<file path="src/rtl/cond_branch_unit.sv">
// Branch-resolution unit: CC-set storage with write bypass, SPARC condition evaluation, registered result.
// Define CBU_STATS_EN to add the saturating taken/not-taken counters and their ports.
module cond_branch_unit #(
  parameter int unsigned NUM_CC  = 2,
  parameter int unsigned CCSEL_W = 1,
  parameter int unsigned TAG_W   = 8,
  parameter int unsigned STAT_W  = 16
) (
  input  logic               clk,
  input  logic               reset_n,
  input  logic               cc_we,
  input  logic [CCSEL_W-1:0] cc_wsel,
  input  logic [3:0]         cc_wdata,
  input  logic               br_valid,
  output logic               br_ready,
  input  logic [3:0]         br_cond,
  input  logic               br_annul,
  input  logic [CCSEL_W-1:0] br_ccsel,
  input  logic [TAG_W-1:0]   br_tag,
  output logic               res_valid,
  input  logic               res_ready,
  output logic               res_taken,
  output logic               res_annul_slot,
  output logic               res_err,
  output logic [TAG_W-1:0]   res_tag,
  input  logic [CCSEL_W-1:0] cc_rd_sel,
  output logic [3:0]         cc_rdata
`ifdef CBU_STATS_EN
  ,
  output logic [STAT_W-1:0]  stat_taken,
  output logic [STAT_W-1:0]  stat_not_taken
`endif
);

  localparam logic [0:0] ST_EMPTY = 1'b0;
  localparam logic [0:0] ST_FULL  = 1'b1;

  logic [3:0]       cc_q [NUM_CC];
  logic [3:0]       cc_d [NUM_CC];
  logic [0:0]       state_q, state_d;
  logic             res_taken_q, res_taken_d;
  logic             res_annul_q, res_annul_d;
  logic             res_err_q, res_err_d;
  logic [TAG_W-1:0] res_tag_q, res_tag_d;

  logic       accept;
  logic       ccsel_ok;
  logic [3:0] sel_cc;
  logic       cond_true;
  logic       eval_taken;
  logic       n_f, z_f, v_f, c_f;

  assign res_valid      = (state_q == ST_FULL);
  assign br_ready       = !res_valid | res_ready;
  assign accept         = br_valid & br_ready;
  assign res_taken      = res_taken_q;
  assign res_annul_slot = res_annul_q;
  assign res_err        = res_err_q;
  assign res_tag        = res_tag_q;

  // Loops rather than direct indexing keep CCSEL_W independent of the array depth.
  always_comb begin
    sel_cc   = '0;
    cc_rdata = '0;
    for (int unsigned i = 0; i < NUM_CC; i++) begin
      if (32'(br_ccsel) == i)  sel_cc   = cc_q[i];
      if (32'(cc_rd_sel) == i) cc_rdata = cc_q[i];
    end
    if (cc_we && (cc_wsel == br_ccsel)) sel_cc = cc_wdata;
  end

  always_comb begin
    {n_f, z_f, v_f, c_f} = sel_cc;
    cond_true = 1'b0;
    case (br_cond)
      4'h0: cond_true = 1'b1;
      4'h1: cond_true = !z_f;
      4'h2: cond_true = z_f;
      4'h3: cond_true = !(z_f | (n_f ^ v_f));
      4'h4: cond_true = z_f | (n_f ^ v_f);
      4'h5: cond_true = !(n_f ^ v_f);
      4'h6: cond_true = n_f ^ v_f;
      4'h7: cond_true = !(c_f | z_f);
      4'h8: cond_true = c_f | z_f;
      4'h9: cond_true = !c_f;
      4'hA: cond_true = c_f;
      4'hB: cond_true = !n_f;
      4'hC: cond_true = n_f;
      4'hD: cond_true = !v_f;
      4'hE: cond_true = v_f;
      default: cond_true = 1'b0;
    endcase
    ccsel_ok   = (32'(br_ccsel) < NUM_CC);
    eval_taken = ccsel_ok ? cond_true : (br_cond == 4'h0);
  end

  always_comb begin
    for (int unsigned i = 0; i < NUM_CC; i++) begin
      cc_d[i] = cc_q[i];
      if (cc_we && (32'(cc_wsel) == i)) cc_d[i] = cc_wdata;
    end
    state_d     = state_q;
    res_taken_d = res_taken_q;
    res_annul_d = res_annul_q;
    res_err_d   = res_err_q;
    res_tag_d   = res_tag_q;
    if (accept) begin
      state_d     = ST_FULL;
      res_taken_d = eval_taken;
      res_annul_d = br_annul & (!eval_taken | (br_cond == 4'h0));
      res_err_d   = !ccsel_ok;
      res_tag_d   = br_tag;
    end else if (res_ready) begin
      state_d = ST_EMPTY;
    end
  end

  always_ff @(posedge clk) begin
    if (!reset_n) begin
      for (int unsigned i = 0; i < NUM_CC; i++) cc_q[i] <= '0;
      state_q     <= ST_EMPTY;
      res_taken_q <= 1'b0;
      res_annul_q <= 1'b0;
      res_err_q   <= 1'b0;
      res_tag_q   <= '0;
    end else begin
      cc_q        <= cc_d;
      state_q     <= state_d;
      res_taken_q <= res_taken_d;
      res_annul_q <= res_annul_d;
      res_err_q   <= res_err_d;
      res_tag_q   <= res_tag_d;
    end
  end

`ifdef CBU_STATS_EN
  logic [STAT_W-1:0] stat_taken_q, stat_taken_d;
  logic [STAT_W-1:0] stat_not_taken_q, stat_not_taken_d;

  always_comb begin
    stat_taken_d     = stat_taken_q;
    stat_not_taken_d = stat_not_taken_q;
    if (accept) begin
      if (eval_taken && (stat_taken_q != '1))
        stat_taken_d = stat_taken_q + STAT_W'(1);
      if (!eval_taken && (stat_not_taken_q != '1))
        stat_not_taken_d = stat_not_taken_q + STAT_W'(1);
    end
  end

  always_ff @(posedge clk) begin
    if (!reset_n) begin
      stat_taken_q     <= '0;
      stat_not_taken_q <= '0;
    end else begin
      stat_taken_q     <= stat_taken_d;
      stat_not_taken_q <= stat_not_taken_d;
    end
  end

  assign stat_taken     = stat_taken_q;
  assign stat_not_taken = stat_not_taken_q;
`endif

endmodule

</file>
<file path="config.mk">
export PLATFORM = sky130hd
export DESIGN_NAME = cond_branch_unit
export DESIGN_NICKNAME = d
export VERILOG_FILES = /design/src/rtl/cond_branch_unit.sv
export SDC_FILE = /design/constraint.sdc
export NUM_CORES = 1
export LEC_CHECK = 0
export BUFFER_PORTS_ARGS = -buffer_cell sky130_fd_sc_hd__buf_2
export CAP_MARGIN = 20
export CORE_MARGIN = 2
export CORE_UTILIZATION = 50
export CTS_BUF_LIST = sky130_fd_sc_hd__clkbuf_2
export DETAILED_ROUTE_END_ITERATION = 8
export GPL_TIMING_DRIVEN = 0
export PLACE_DENSITY_LB_ADDON = 0.12
export SYNTH_ARGS = -nofsm -noshare
export SYNTH_HDL_FRONTEND = slang
export SYNTH_SLANG_ARGS = --single-unit
</file>
<file path="constraint.sdc">
create_clock -name clk -period 1.94 [get_ports clk]
set_input_delay 0 -clock clk [delete_from_list [all_inputs] [get_ports clk]]
set_output_delay 0 -clock clk [all_outputs]
set_load 0.05 [all_outputs]
</file>
==> impl_metrics.csv <==
group,metric,value,unit
sta,clock-skew-final,0.005879,ns
floorplanning,die_h,50.93,um
pwr,power_frac_seq,0.480,
route,wl_per_cell,11.99,um
synthesis,syn-num-nets,155,
clock_tree,cts.root.buffer_cell,"clkbuf_2",
pwr,combPwrFrac,0.324,
placement,port_buffers,40,
synthesis,synth.distinct_cells,41,
finish,area_growth,35.11,%
synthesis,synthArstFlopShare,0,
route,drt_iter0_drc,25,
global_routing,gr-total-overflow,0,
synthesis,avgSynthCellArea,8.470,um2
clock_tree,cts_resized,0,
sta,period_needed,1.827,ns
critical_path,critPathBufInv,0,
clock_tree,cts_buffers,3,
critical_path,worstPathArrival,2.06,ns
synthesis,ys_top_cells_by_area,"dfxtp_1 (35%), nand2_1 (7.2%), a21boi_0 (6.8%), mux2i_1 (6.4%), nor2b_1 (4.5%)",
global_routing,grtUsageTotal,0.2126,
clock_tree,cts_sinks,19,
critical_path,slowest_delay,0.47,ns
pwr,p_sw_frac,0.3534,
sta,period_share,0.9418,
finish,drive_above_1_share,0.3048,
clock_tree,clk_latency,0.32,ns
flow_run,drv_cap,0,
finish,diodes,0,
synthesis,synth.most_common_cell,"nand2_1",
critical_path,cpMostUsedCell,"a32o_1",
critical_path,critPathLaunchType,"register",
clock_tree,cts.path.max_buffers,2,
critical_path,critical_path_depth,6,
route,totalWireLength,2565,um
global_routing,grt_pass1_wl,4188,um
sta,rsz0062_at_grt,"no",
outcome,run_status,"complete, but fails checks",
pwr,power.switching,0.3130,mW
synthesis,synth_common_cells,"nand2_1 (21), dfxtp_1 (19), a21boi_0 (10)",
route,ant_nets,0,
floorplanning,placementRows,16,
critical_path,crit_chain,"nor2b_1, a32o_1, or4_1, a21o_1, o2111a_1, a32o_1",
synthesis,synth-seq-cells,19,
finish,fin_nets,213,
critical_path,critical-path-top-delay-family,"compound AO/OA/AOI/OAI gates",
synthesis,synth_top_area_frac,0.3455,
synthesis,yosysSeqAreaShare,0.3455,
pwr,total_power,0.8857,mW
critical_path,path_max_fanout,3,
global_routing,grt_max_degree,12,
placement,hpwl,1940,um
sta,drv_slew,0,
critical_path,critical_path_class,"reg -> reg",
floorplanning,start_util,0.5446,
synthesis,syn_area,0.001101,mm2
clock_tree,cts.htree.levels,1,
global_routing,antenna_found_initial,0,
pwr,cellInternalPower,0.5726,mW
sta,setup_violations,0,
floorplanning,pin_count,42,
clock_tree,cts_tree,"built",
global_routing,grt_pass1_vias,1008,
sta,final-hold-violation-count,1,
synthesis,syn_inst,130,
synthesis,synth_flop_cell,"dfxtp_1",
sta,fmax,0.5473,GHz
synthesis,synth-edff-count,0,
critical_path,cp_slowest_cell,"or4_1",
pwr,p_per_area,595.3,mW/mm2
route,vias_per_cell,5.243,
floorplanning,die_w,50.93,um
critical_path,cp-end-kind,"register",
route,vias,1122,
critical_path,r2r_setup_slack,0.11,ns
finish,fillers,166,
floorplanning,core_area,0.002022,mm2
synthesis,synth_top_cell_by_area,"dfxtp_1",
clock_tree,clk_pin_slew,0.18,ns
worst_hold_path,hold_path.class,"in -> reg",
sta,final.setup.tns,0,ns
pwr,irDropWorstVdd,0.0004387,V
synthesis,yosysWarnings,0,
route,drc,0,
sta,holdWs,-0.002319,ns
outcome,violations,"hold timing",
route,drt_pre_antenna_iters,4,
worst_hold_path,holdPathStages,3,
pwr,p_leak,0.6898,nW
placement,place.gp.congestion,0.8023,
critical_path,rr_worst_depth,6,
floorplanning,die-area,0.002593,mm2
critical_path,cp.required,2.17,ns
pwr,pwr-share-clk,0.195,
==> routing by layer <==
metal | global-route usage | vias up | part of all wire
li1 | - | 577 | -
met1 | 0.2691 | 510 | 0.48
met2 | 0.3636 | 32 | 0.46
met3 | 0.03801 | 3 | 0.048
met4 | 0.06757 | 0 | 0.0097
met5 | 0 | - | 0
==> cells by family after synthesis <==
family	Yosys count	share of synthesized area
xor+xnor	1	0.007956
buf+inv	9	0.04091
compound gates	32	0.2250
simple gates	56	0.2523
flops	19	0.3455
other cells	1	0.003406
mux	12	0.1250
==> stage by stage <==
step / util / setup WS, ns / hold WS [ns] / cell area, um2 / cells
after floorplan: - / 0.1306 / 0.1389 / 1104 / 130
after global placement: 0.6615 / 0.1346 / 0.2497 / 1338 / 197
after detailed placement: 0.6615 / 0.1282 / 0.2630 / 1338 / 197
after CTS: 0.7358 / 0.1279 / 0.002474 / 1488 / 214
after global routing: 0.7358 / 0.02359 / 0.01571 / 1488 / 214
final: 0.7358 / 0.1128 / -0.002319 / 1488 / 214
==> layout by cell type, fill, tap and decap left out, types with 2 or more instances in the layout <==
master and instances:
clkbuf_1 4, dfxtp_1 19, nor2b_1 8, mux2_2 4, nor2_1 8, clkbuf_2 3, a211oi_1 3, inv_1 3
nor3_1 4, nand2_1 21, mux2i_1 7, a31oi_1 3, a21boi_0 10, a32o_1 2, and2_1 2, dlygate4sd3_1 13
a21oi_1 2, nand3_1 2, nand2b_1 2, a21o_1 2, buf_2 40
==> power by group through the flow <==
stage | Combinational, mW | Clock [mW] | Sequential (mW)
after floorplan | 0.137 | 0 | 0.485
after global placement | 0.261 | 0 | 0.432
after detailed placement | 0.266 | 0 | 0.434
after CTS | 0.287 | 0.177 | 0.425
after global routing | 0.311 | 0.197 | 0.428
final | 0.287 | 0.173 | 0.426
==> registers in the layout, summed over array words and instances, names as in the netlist <==
| signal | flops |
|---|---|
| cc_q | 8 |
| res_tag | 8 |
| res_taken | 1 |
| res_valid | 1 |
| res_annul_slot | 1 |
==> what timing repair did <==
item / CTS / global route
setup buffers: 0 / 0
hold buffers: 13 / 0
hold endpoints to repair: 11 / 0
==> worst min-delay path, delay by kind of cell <==
| family | cells | cell delay (ns) |
|---|---|---|
| simple gates | 1 | 0.12 |
| buf+inv | 1 | 0.09 |
| mux | 1 | 0.09 |
==> layout make-up <==
cell class                 instances  area (um2)  area share
clock inverter                     1       5.005    0.003364
clock buffer                       3       15.01     0.01009
timing repair buffer              53       330.3      0.2220
sequential                        19       380.4      0.2557
tap                               27       33.78     0.02271
multi-input combinational        102       678.2      0.4558
inverter                           3       11.26    0.007569
buffer                             6       33.78     0.02271
==> worst paths after layout <==
path | from | end
worst max register to register | cc_q[6]$_SDFFE_PN0P_ | res_annul_slot$_SDFFE_PN0P_
worst max-delay path | cc_q[6]$_SDFFE_PN0P_ | res_annul_slot$_SDFFE_PN0P_
worst min register to register | res_tag[5]$_SDFFE_PN0P_ | res_tag[5]$_SDFFE_PN0P_
worst min-delay path | cc_wdata[0] | cc_q[0]$_SDFFE_PN0P_
No activity file was read; power rests on OpenSTA's default activity.
